$ cat config.mk
export PLATFORM = sky130hd
export DESIGN_NAME = br_pred_ctrl
export DESIGN_NICKNAME = d
export VERILOG_FILES = /design/src/rtl/br_pred_ctrl.sv
export SDC_FILE = /design/constraint.sdc
export NUM_CORES = 2
export LEC_CHECK = 0
export CORE_ASPECT_RATIO = 2
export CORE_MARGIN = 10
export CORE_UTILIZATION = 30
export DETAILED_ROUTE_END_ITERATION = 16
export HOLD_SLACK_MARGIN = 0.05
export SLEW_MARGIN = 30
export SYNTH_ARGS = -nofsm -noshare
export SYNTH_HDL_FRONTEND = slang
export SYNTH_SLANG_ARGS = --single-unit
$ cat constraint.sdc
create_clock -name i_clk -period 8.46 [get_ports i_clk]
set_clock_uncertainty 0.15 [all_clocks]
set_input_delay 1.692 -clock i_clk [delete_from_list [all_inputs] [get_ports i_clk]]
set_output_delay 1.692 -clock i_clk [all_outputs]
set_load 0.02 [all_outputs]
$ cat src/rtl/br_pred_ctrl.sv
// br_pred_ctrl: branch prediction and resolution controller for a 5-stage
// RV32I pipeline.
//
// IF side : combinational lookup of a direct-mapped BHT/BTB (valid, tag,
//           target, 2-bit saturating counter) indexed by pc[IDX_W+1:2].
// EX side : selects comparator signedness, converts less/equal flags into
//           the actual outcome, flags mispredictions (flush + redirect),
//           updates the table and keeps saturating statistics counters.
//
// Handshake: an EX instruction is consumed ("resolves") in the single cycle
// where i_ex_valid=1 and i_stall=0; while stalled it is held and ignored, so
// each instruction resolves exactly once.
//
// Ports:
//   i_clk, i_reset           clock, synchronous active-high reset
//   i_if_pc                  fetch PC
//   o_pred_taken/_target     IF prediction
//   i_ex_*                   EX instruction info and carried prediction
//   o_br_un                  comparator select (1 = signed, 0 = unsigned)
//   i_br_less, i_br_equal    comparator flags
//   o_flush, o_redirect_pc   mispredict flush and corrected next PC
//   o_br_cnt, o_mispred_cnt  resolved / mispredicted counts (saturating)
module br_pred_ctrl #(
  parameter int IDX_W = 6,
  parameter int CNT_W = 32
) (
  input  logic             i_clk,
  input  logic             i_reset,
  input  logic [31:0]      i_if_pc,
  output logic             o_pred_taken,
  output logic [31:0]      o_pred_target,
  input  logic             i_ex_valid,
  input  logic             i_stall,
  input  logic             i_ex_is_br,
  input  logic             i_ex_is_jmp,
  input  logic [2:0]       i_ex_funct3,
  input  logic [31:0]      i_ex_pc,
  input  logic [31:0]      i_ex_target,
  input  logic             i_ex_pred_taken,
  input  logic [31:0]      i_ex_pred_target,
  output logic             o_br_un,
  input  logic             i_br_less,
  input  logic             i_br_equal,
  output logic             o_flush,
  output logic [31:0]      o_redirect_pc,
  output logic [CNT_W-1:0] o_br_cnt,
  output logic [CNT_W-1:0] o_mispred_cnt
);

  localparam int ENTRIES = 1 << IDX_W;
  localparam int TAG_W   = 32 - IDX_W - 2;

  logic [ENTRIES-1:0] valid_q;
  logic [TAG_W-1:0]   tag_q    [ENTRIES];
  logic [31:0]        target_q [ENTRIES];
  logic [1:0]         ctr_q    [ENTRIES];

  logic [CNT_W-1:0]   br_cnt_q, br_cnt_d;
  logic [CNT_W-1:0]   mis_cnt_q, mis_cnt_d;

  // Low PC bits are always word aligned and never take part in the lookup.
  logic unused_pc_bits;
  assign unused_pc_bits = ^{i_if_pc[1:0], i_ex_pc[1:0]};

  // ---------------- IF lookup ----------------
  logic [IDX_W-1:0] if_idx;
  logic             if_hit;

  assign if_idx        = i_if_pc[IDX_W+1:2];
  assign if_hit        = valid_q[if_idx] && (tag_q[if_idx] == i_if_pc[31:IDX_W+2]);
  assign o_pred_taken  = if_hit && ctr_q[if_idx][1];
  assign o_pred_target = o_pred_taken ? target_q[if_idx] : i_if_pc + 32'd4;

  // ---------------- EX resolve ----------------
  logic             act;
  logic             f3_legal;
  logic             resolve;
  logic             mispred;
  logic [IDX_W-1:0] ex_idx;
  logic             ex_hit;
  logic [1:0]       ctr_d;

  assign o_br_un = ~i_ex_funct3[1];

  always_comb begin
    act      = 1'b0;
    f3_legal = 1'b1;
    case (i_ex_funct3)
      3'b000:         act = i_br_equal;
      3'b001:         act = ~i_br_equal;
      3'b100, 3'b110: act = i_br_less;
      3'b101, 3'b111: act = ~i_br_less;
      default:        f3_legal = 1'b0;
    endcase
    // Jumps are always taken; funct3 carries no branch meaning for them.
    if (i_ex_is_jmp) begin
      act      = 1'b1;
      f3_legal = 1'b1;
    end
  end

  assign resolve = i_ex_valid && !i_stall && !i_reset &&
                   (i_ex_is_br || i_ex_is_jmp) && f3_legal;
  assign mispred = resolve && ((act != i_ex_pred_taken) ||
                               (act && (i_ex_target != i_ex_pred_target)));

  assign o_flush       = mispred;
  assign o_redirect_pc = act ? i_ex_target : i_ex_pc + 32'd4;

  assign ex_idx = i_ex_pc[IDX_W+1:2];
  assign ex_hit = valid_q[ex_idx] && (tag_q[ex_idx] == i_ex_pc[31:IDX_W+2]);

  // Saturating counter step for a hit on a conditional branch.
  always_comb begin
    ctr_d = ctr_q[ex_idx];
    if (act) begin
      if (ctr_q[ex_idx] != 2'b11) ctr_d = ctr_q[ex_idx] + 2'd1;
    end else begin
      if (ctr_q[ex_idx] != 2'b00) ctr_d = ctr_q[ex_idx] - 2'd1;
    end
  end

  always_comb begin
    br_cnt_d  = br_cnt_q;
    mis_cnt_d = mis_cnt_q;
    if (resolve && (br_cnt_q != {CNT_W{1'b1}}))  br_cnt_d  = br_cnt_q + CNT_W'(1);
    if (mispred && (mis_cnt_q != {CNT_W{1'b1}})) mis_cnt_d = mis_cnt_q + CNT_W'(1);
  end

  always_ff @(posedge i_clk) begin
    if (i_reset) begin
      valid_q   <= '0;
      br_cnt_q  <= '0;
      mis_cnt_q <= '0;
      for (int i = 0; i < ENTRIES; i++) ctr_q[i] <= 2'b01;
    end else begin
      br_cnt_q  <= br_cnt_d;
      mis_cnt_q <= mis_cnt_d;
      if (resolve) begin
        if (ex_hit) begin
          if (i_ex_is_jmp) begin
            ctr_q[ex_idx]    <= 2'b11;
            target_q[ex_idx] <= i_ex_target;
          end else begin
            ctr_q[ex_idx] <= ctr_d;
            if (act) target_q[ex_idx] <= i_ex_target;
          end
        end else if (act) begin
          // Miss on a taken branch/jump: overwrite whatever owns the slot.
          valid_q[ex_idx]  <= 1'b1;
          tag_q[ex_idx]    <= i_ex_pc[31:IDX_W+2];
          target_q[ex_idx] <= i_ex_target;
          ctr_q[ex_idx]    <= i_ex_is_jmp ? 2'b11 : 2'b10;
        end
      end
    end
  end

  assign o_br_cnt      = br_cnt_q;
  assign o_mispred_cnt = mis_cnt_q;

endmodule

Word-level counts from Yosys, hierarchy flattened
Memories as Yosys holds them, arrays and structs flattened.
Index checks and enable logic that the tools add are counted.
W data, S select, Z words.
{"block": "word_totals", "regBits": 128, "latch_bits": 0, "ramBits": 3712, "mem_bits_ro": 0, "input_bits": 140, "output_inout_bits": 131, "memories": 3}
{"block": "op_classes", "addsub": 6, "n_mul": 0, "div_mod_pow": 0, "order_cmp": 3, "eq_ne": 12, "shift": 0, "muxes": 45, "bitwise": 9, "reduce_logical": 23}
{"memory": "target_q", "words": 64, "width": 32, "read_ports": 1, "rd_ports_with_merged_regs": 0, "write_ports": 1, "line_no": "55", "rtl": "logic [31:0] target_q [ENTRIES];"}
{"memory": "tag_q", "words": 64, "width": 24, "read_ports": 2, "rd_ports_with_merged_regs": 0, "write_ports": 1, "line_no": "54", "rtl": "logic [TAG_W-1:0] tag_q [ENTRIES];"}
{"memory": "ctr_q", "words": 64, "width": 2, "read_ports": 2, "rd_ports_with_merged_regs": 0, "write_ports": 64, "line_no": "56", "rtl": "logic [1:0] ctr_q [ENTRIES];"}
{"op": "$mux W32", "n": 4}
{"op": "$add A32 B1 Y32 const B", "n": 2}
{"op": "$add A32 B3 Y32 const B", "n": 2}
{"op": "$ne A32 B32 Y1 const B", "n": 2}
{"op": "$or A64 B64 Y64", "n": 1}
{"op": "$eq A24 B24 Y1", "n": 2}
{"op": "$ne A32 B32 Y1", "n": 1}
{"op": "$mux W1", "n": 30}
{"op": "$lt A6 B7 Y1 const B", "n": 2}
{"op": "$bmux W1 S6", "n": 2}
{"op": "$eq A3 B3 Y1 const B", "n": 4}
{"op": "$logic_and A1 B1 Y1", "n": 12}
{"op": "$mux W2", "n": 6}
{"op": "$demux W1 S6", "n": 1}
{"op": "$ge A6 B1 Y1 const B", "n": 1}
{"op": "$mux W6", "n": 1}
{"op": "$reduce_or A2 Y1", "n": 3}
{"op": "$reduce_or A6 Y1", "n": 1}
{"op": "$not A1 Y1", "n": 4}
{"op": "$or A1 B1 Y1", "n": 4}
{"op": "$pmux W1 S4", "n": 1}
{"op": "$eq A3 B1 Y1 const B", "n": 1}
{"op": "$logic_not A3 Y1", "n": 1}
{"op": "$reduce_and A3 Y1", "n": 1}
{"op": "7 further kinds", "n": 9}

Longest topological paths before layout
{"block": "logic_depth", "ltp_word": 12, "depth_mapped": 20, "mapped_depth_nobuf": 10}

Least setup slack after synthesis
OpenSTA, ideal clock, no wires.
{"block": "synth_path", "path_type": "input to output", "startpoint": "in i_if_pc[3]", "endpoint": "out o_pred_target[31]", "arrival_ns": 5.647, "required_time_ns": 6.618, "setup_slack_ns": 0.971, "stages": 14, "cell_sequence": "buf_4 > buf_4 > buf_2 > buf_2 > buf_4 > buf_2 > buf_2 > buf_1 > clkbuf_1 > clkbuf_1 > mux4_2 > mux4_2 > mux4_2 > mux2_2"}
{"block": "synth_via", "elab_chain_cells": 5}
{"element": "start: declaration", "line_no": "29", "rtl": "input logic [31:0] i_if_pc,"}
{"element": "$mem_v2 Z64 W24 or $bmux W1 S6 (tied branches)"}
{"element": "$eq A24 B24 Y1 or $mux W1 (tied branches)", "line_no": "70", "rtl": "assign if_hit = valid_q[if_idx] && (tag_q[if_idx] == i_if_pc[31:IDX_W+2]);"}
{"element": "$logic_and A1 B1 Y1", "line_no": "70"}
{"element": "$logic_and A1 B1 Y1", "line_no": "71", "rtl": "assign o_pred_taken = if_hit && ctr_q[if_idx][1];"}
{"element": "$mux W32 *", "line_no": "72", "rtl": "assign o_pred_target = o_pred_taken ? target_q[if_idx] : i_if_pc + 32'd4;"}
{"element": "end: declaration", "line_no": "31", "rtl": "output logic [31:0] o_pred_target,"}
Every way passes the cells marked *; elsewhere a longest branch is shown, timed or not. The select of a mux whose other input is x is not followed.

Worst setup path in the final report
{"block": "layout_path", "startpoint": "in i_if_pc[2]", "endpoint": "out o_pred_target[22]"}
Same word-level chain as after synthesis.

==> reports/results.txt <==
outcome -> complete, no violations
IO Pins -> 271
Cell variety after synth -> 83
clk root buf -> clkbuf_16
area grow syn2layout -> 17.8%
max-slew violations -> 0
PD cells -> 207 mW/mm^2
core area -> 0.550 mm^2
Max rail drop VDD -> 164 uV
Detailed Route Iter0 Violations -> 14,116
area of the mapped netlist -> 0.165 mm^2
Seq/Total Area, Yosys -> 68.9%
Max Cap Violations -> 0
CTS Buf Count -> 329
dpl hpwl -> 470,000 um
Placed Instances -> 16,572
ys async rst share -> 0%
GR peak layer -> met2
Port Buffer Count -> 270
relative slew slack -> 23.9%
number of hold buffers added after cts -> 0
Gate Count Post-Synth -> 8,868
worst hold path depth -> 2
Vias per Instance -> 5.92
antenna viol nets, final -> 0
Worst setup SP type -> input pin
Crit. End Element -> output pin
Worst-Margin Slew -> 1.14 ns
Starting Density -> 30.1%
largest net degree at the start of global routing -> 140
fin nets -> 9,710
Die H -> 1070 um
hold path startpoint -> valid_q[30]
M3 GR Usage -> 4.98%
# rows -> 385
net count after synthesis -> 9,012
post-route clock period utilization -> 98.0%
synth warn -> 0
htree depth -> 5
Req. time, crit path -> 6.62 ns
met2 usage -> 38.5%
RSZ-0062 raised after global routing -> no
CTS tree -> yes
GP Congestion -> 0.998
Reg2Reg Capture Point -> tag_q[0][11]
final core occ -> 35.5%
Cell Count, Final, Fillers Out -> 17,265
clock tree buffer depth -> 4
gr usage total -> 22.6%
Worst-Skew Late Latency -> 1.00 ns
worst r2r path cells -> 13
ys flop type -> edfxtp_1
crit-path max FO -> 12
layout cells sized above 1 -> 28.5%
grt met1 use -> 22.4%
Hold EP -> valid_q[30]
First-pass DRT Iterations -> 7
TNS Setup -> 0 ns
endpoints failing hold -> 0
first-pass GRT wire length -> 914,000 um
drt total wl -> 688,000 um
Pleak -> 61.2 nW
Sink Count -> 3,840
initial antenna violation count -> 59
Die W -> 545 um
routed vias -> 102,142
reg2reg start -> tag_q[32][1]
Tot Pwr -> 40.4 mW
WP data arrival -> 6.45 ns
final setup fails -> 0
Setup CP Type -> input pin to output pin
Clock transition at path regs -> 0.07 ns
Yosys reg bits -> 3,840
register-to-register setup slack -> 2.89 ns
min Tclk post-route -> 8.29 ns
final global-route overflow total -> 0
DIE AREA -> 0.584 mm^2
Max Fclk -> 121 MHz
Avg Inst Size Synth -> 18.7 um^2
EDFF count, synth -> 3,712
drt drc -> 0
wire length per cell -> 39.8 um
vias in the first global route -> 102,897
Hold Path Class -> flop to flop
## registers in the layout, indices dropped and copies added (netlist names)
register and cells:
o_br_cnt 32, ctr_q 128, tag_q 1536, target_q 2048, valid_q 64, o_mispred_cnt 32
## cell families after synthesis
group / count (synthesis) / share of synthesized area, %
AOI/OAI and AO/OA: 1325 / 5.95
and+or+nand+nor: 1151 / 3.66
xor gates and xnor gates: 167 / 0.884
DFF: 3840 / 68.9
adders and majority gates: 4 / 0.0302
muxes: 1642 / 18.6
buffers and inverters: 739 / 2.01
## cells in the final DEF, fill, tap and decap left out, types with 129 or more instances in the layout
master,count
nor2_1,129
clkdlybuf4s50_1,155
clkbuf_16,337
o21ai_0,145
edfxtp_1,3712
mux4_2,1124
a22oi_1,185
buf_12,189
mux2i_1,426
a221oi_1,132
nand2_1,289
buf_4,598
## cells in the mapped netlist, drive strengths merged, types with 10 or more instances
cell type  instances  area [um^2]
nand3b            48          360
nor3              80          405
a22o              54          473
mux4            1124        25300
or3               29          181
a32oi             29          254
or4               11         86.3
o22a              81          709
a41o              64          641
nor2b             46          288
nand2b            80          500
nor4              26          178
xor2              57          499
or2               10         62.6
o21bai            64          480
nor4b             65          594
o22ai            110          688
a22oi            186         1400
buf              364         1900
a2111oi           10         87.6
o21ai            149          746
nand2            293         1100
mux2              90         1120
and3              26          163
a221o             58          581
mux2i            428         4280
nand3            111          556
a31oi             63          394
dfxtp            128         2560
a221oi           135         1180
o221ai            14          123
o31ai             60          455
a21oi            131          656
o31a              11         96.3
clkbuf           324         1220
edfxtp          3712       111000
and4              17          149
inv               48          180
a211oi            10         75.1
xnor2            110          963
nor2             218          818
o211ai            32          240
nand4             60          375
## metrics by stage
step | setup WS [ns] | cell area [um^2] | hold slack (ns)
finish | 0.169 | 195000 | 0.349
floorplan | 0.971 | 165000 | 0.298
CTS | 0.000249 | 194000 | 0.345
global route | 0.170 | 195000 | 0.370
detailed placement | -0.541 | 183000 | 0.326
global placement | -0.571 | 183000 | 0.316
## where the power goes
part | switching (mW) | total (mW) | internal, mW
clock | 7.43 | 16.0 | 8.56
sequential | 0.0260 | 20.9 | 20.9
combinational | 2.24 | 3.46 | 1.22
## final cells by class
cell class | instances | area, um^2
clock inverter | 224 | 2450
clock buffer | 386 | 8670
fill | 50799 | 355000
tap | 7353 | 9200
inverter | 51 | 203
timing repair buffer | 1055 | 11000
multi-input combinational | 4289 | 49300
antenna | 67 | 168
sequential | 3840 | 114000
## layer usage
layer	wire (um)	share of wire, %
met5	82	0.012
met4	82000	12
met3	59300	8.6
met2	341000	50
met1	205000	30
## critical path: stages
cell and delay [ns]:
buf_16 0.19, buf_4 0.18, buf_16 0.19, mux4_2 0.51, mux4_2 0.50, a221oi_1 0.40
buf_4 0.32, xor2_1 0.29, nand2_1 0.10, or4_4 0.54, nor4_4 0.33, buf_12 0.19
buf_12 0.14, buf_4 0.15, mux2_4 0.30, dlygate4sd2_1 0.33
## how the worst max path moves through the flow
stage                          start  depth (start not counted)  slack, ns                end
after detailed placement  i_if_pc[2]                         14      -0.54  o_pred_target[19]
after global placement    i_if_pc[2]                         14      -0.57  o_pred_target[18]
after floorplan           i_if_pc[3]                         14       0.97  o_pred_target[31]
after CTS                 i_if_pc[2]                         15     0.0002   o_pred_target[3]
after global routing      i_if_pc[2]                         17       0.17   o_pred_target[9]
final                     i_if_pc[2]                         16       0.17  o_pred_target[22]
## what timing repair did
action,in CTS,in global routing
setup buffers,1,6
endpoints found under the setup margin,32,29
pin swaps,1,1
gates cloned,3,1
gates resized for setup,40,7
Note: power is estimated with default switching activity, not from simulation.
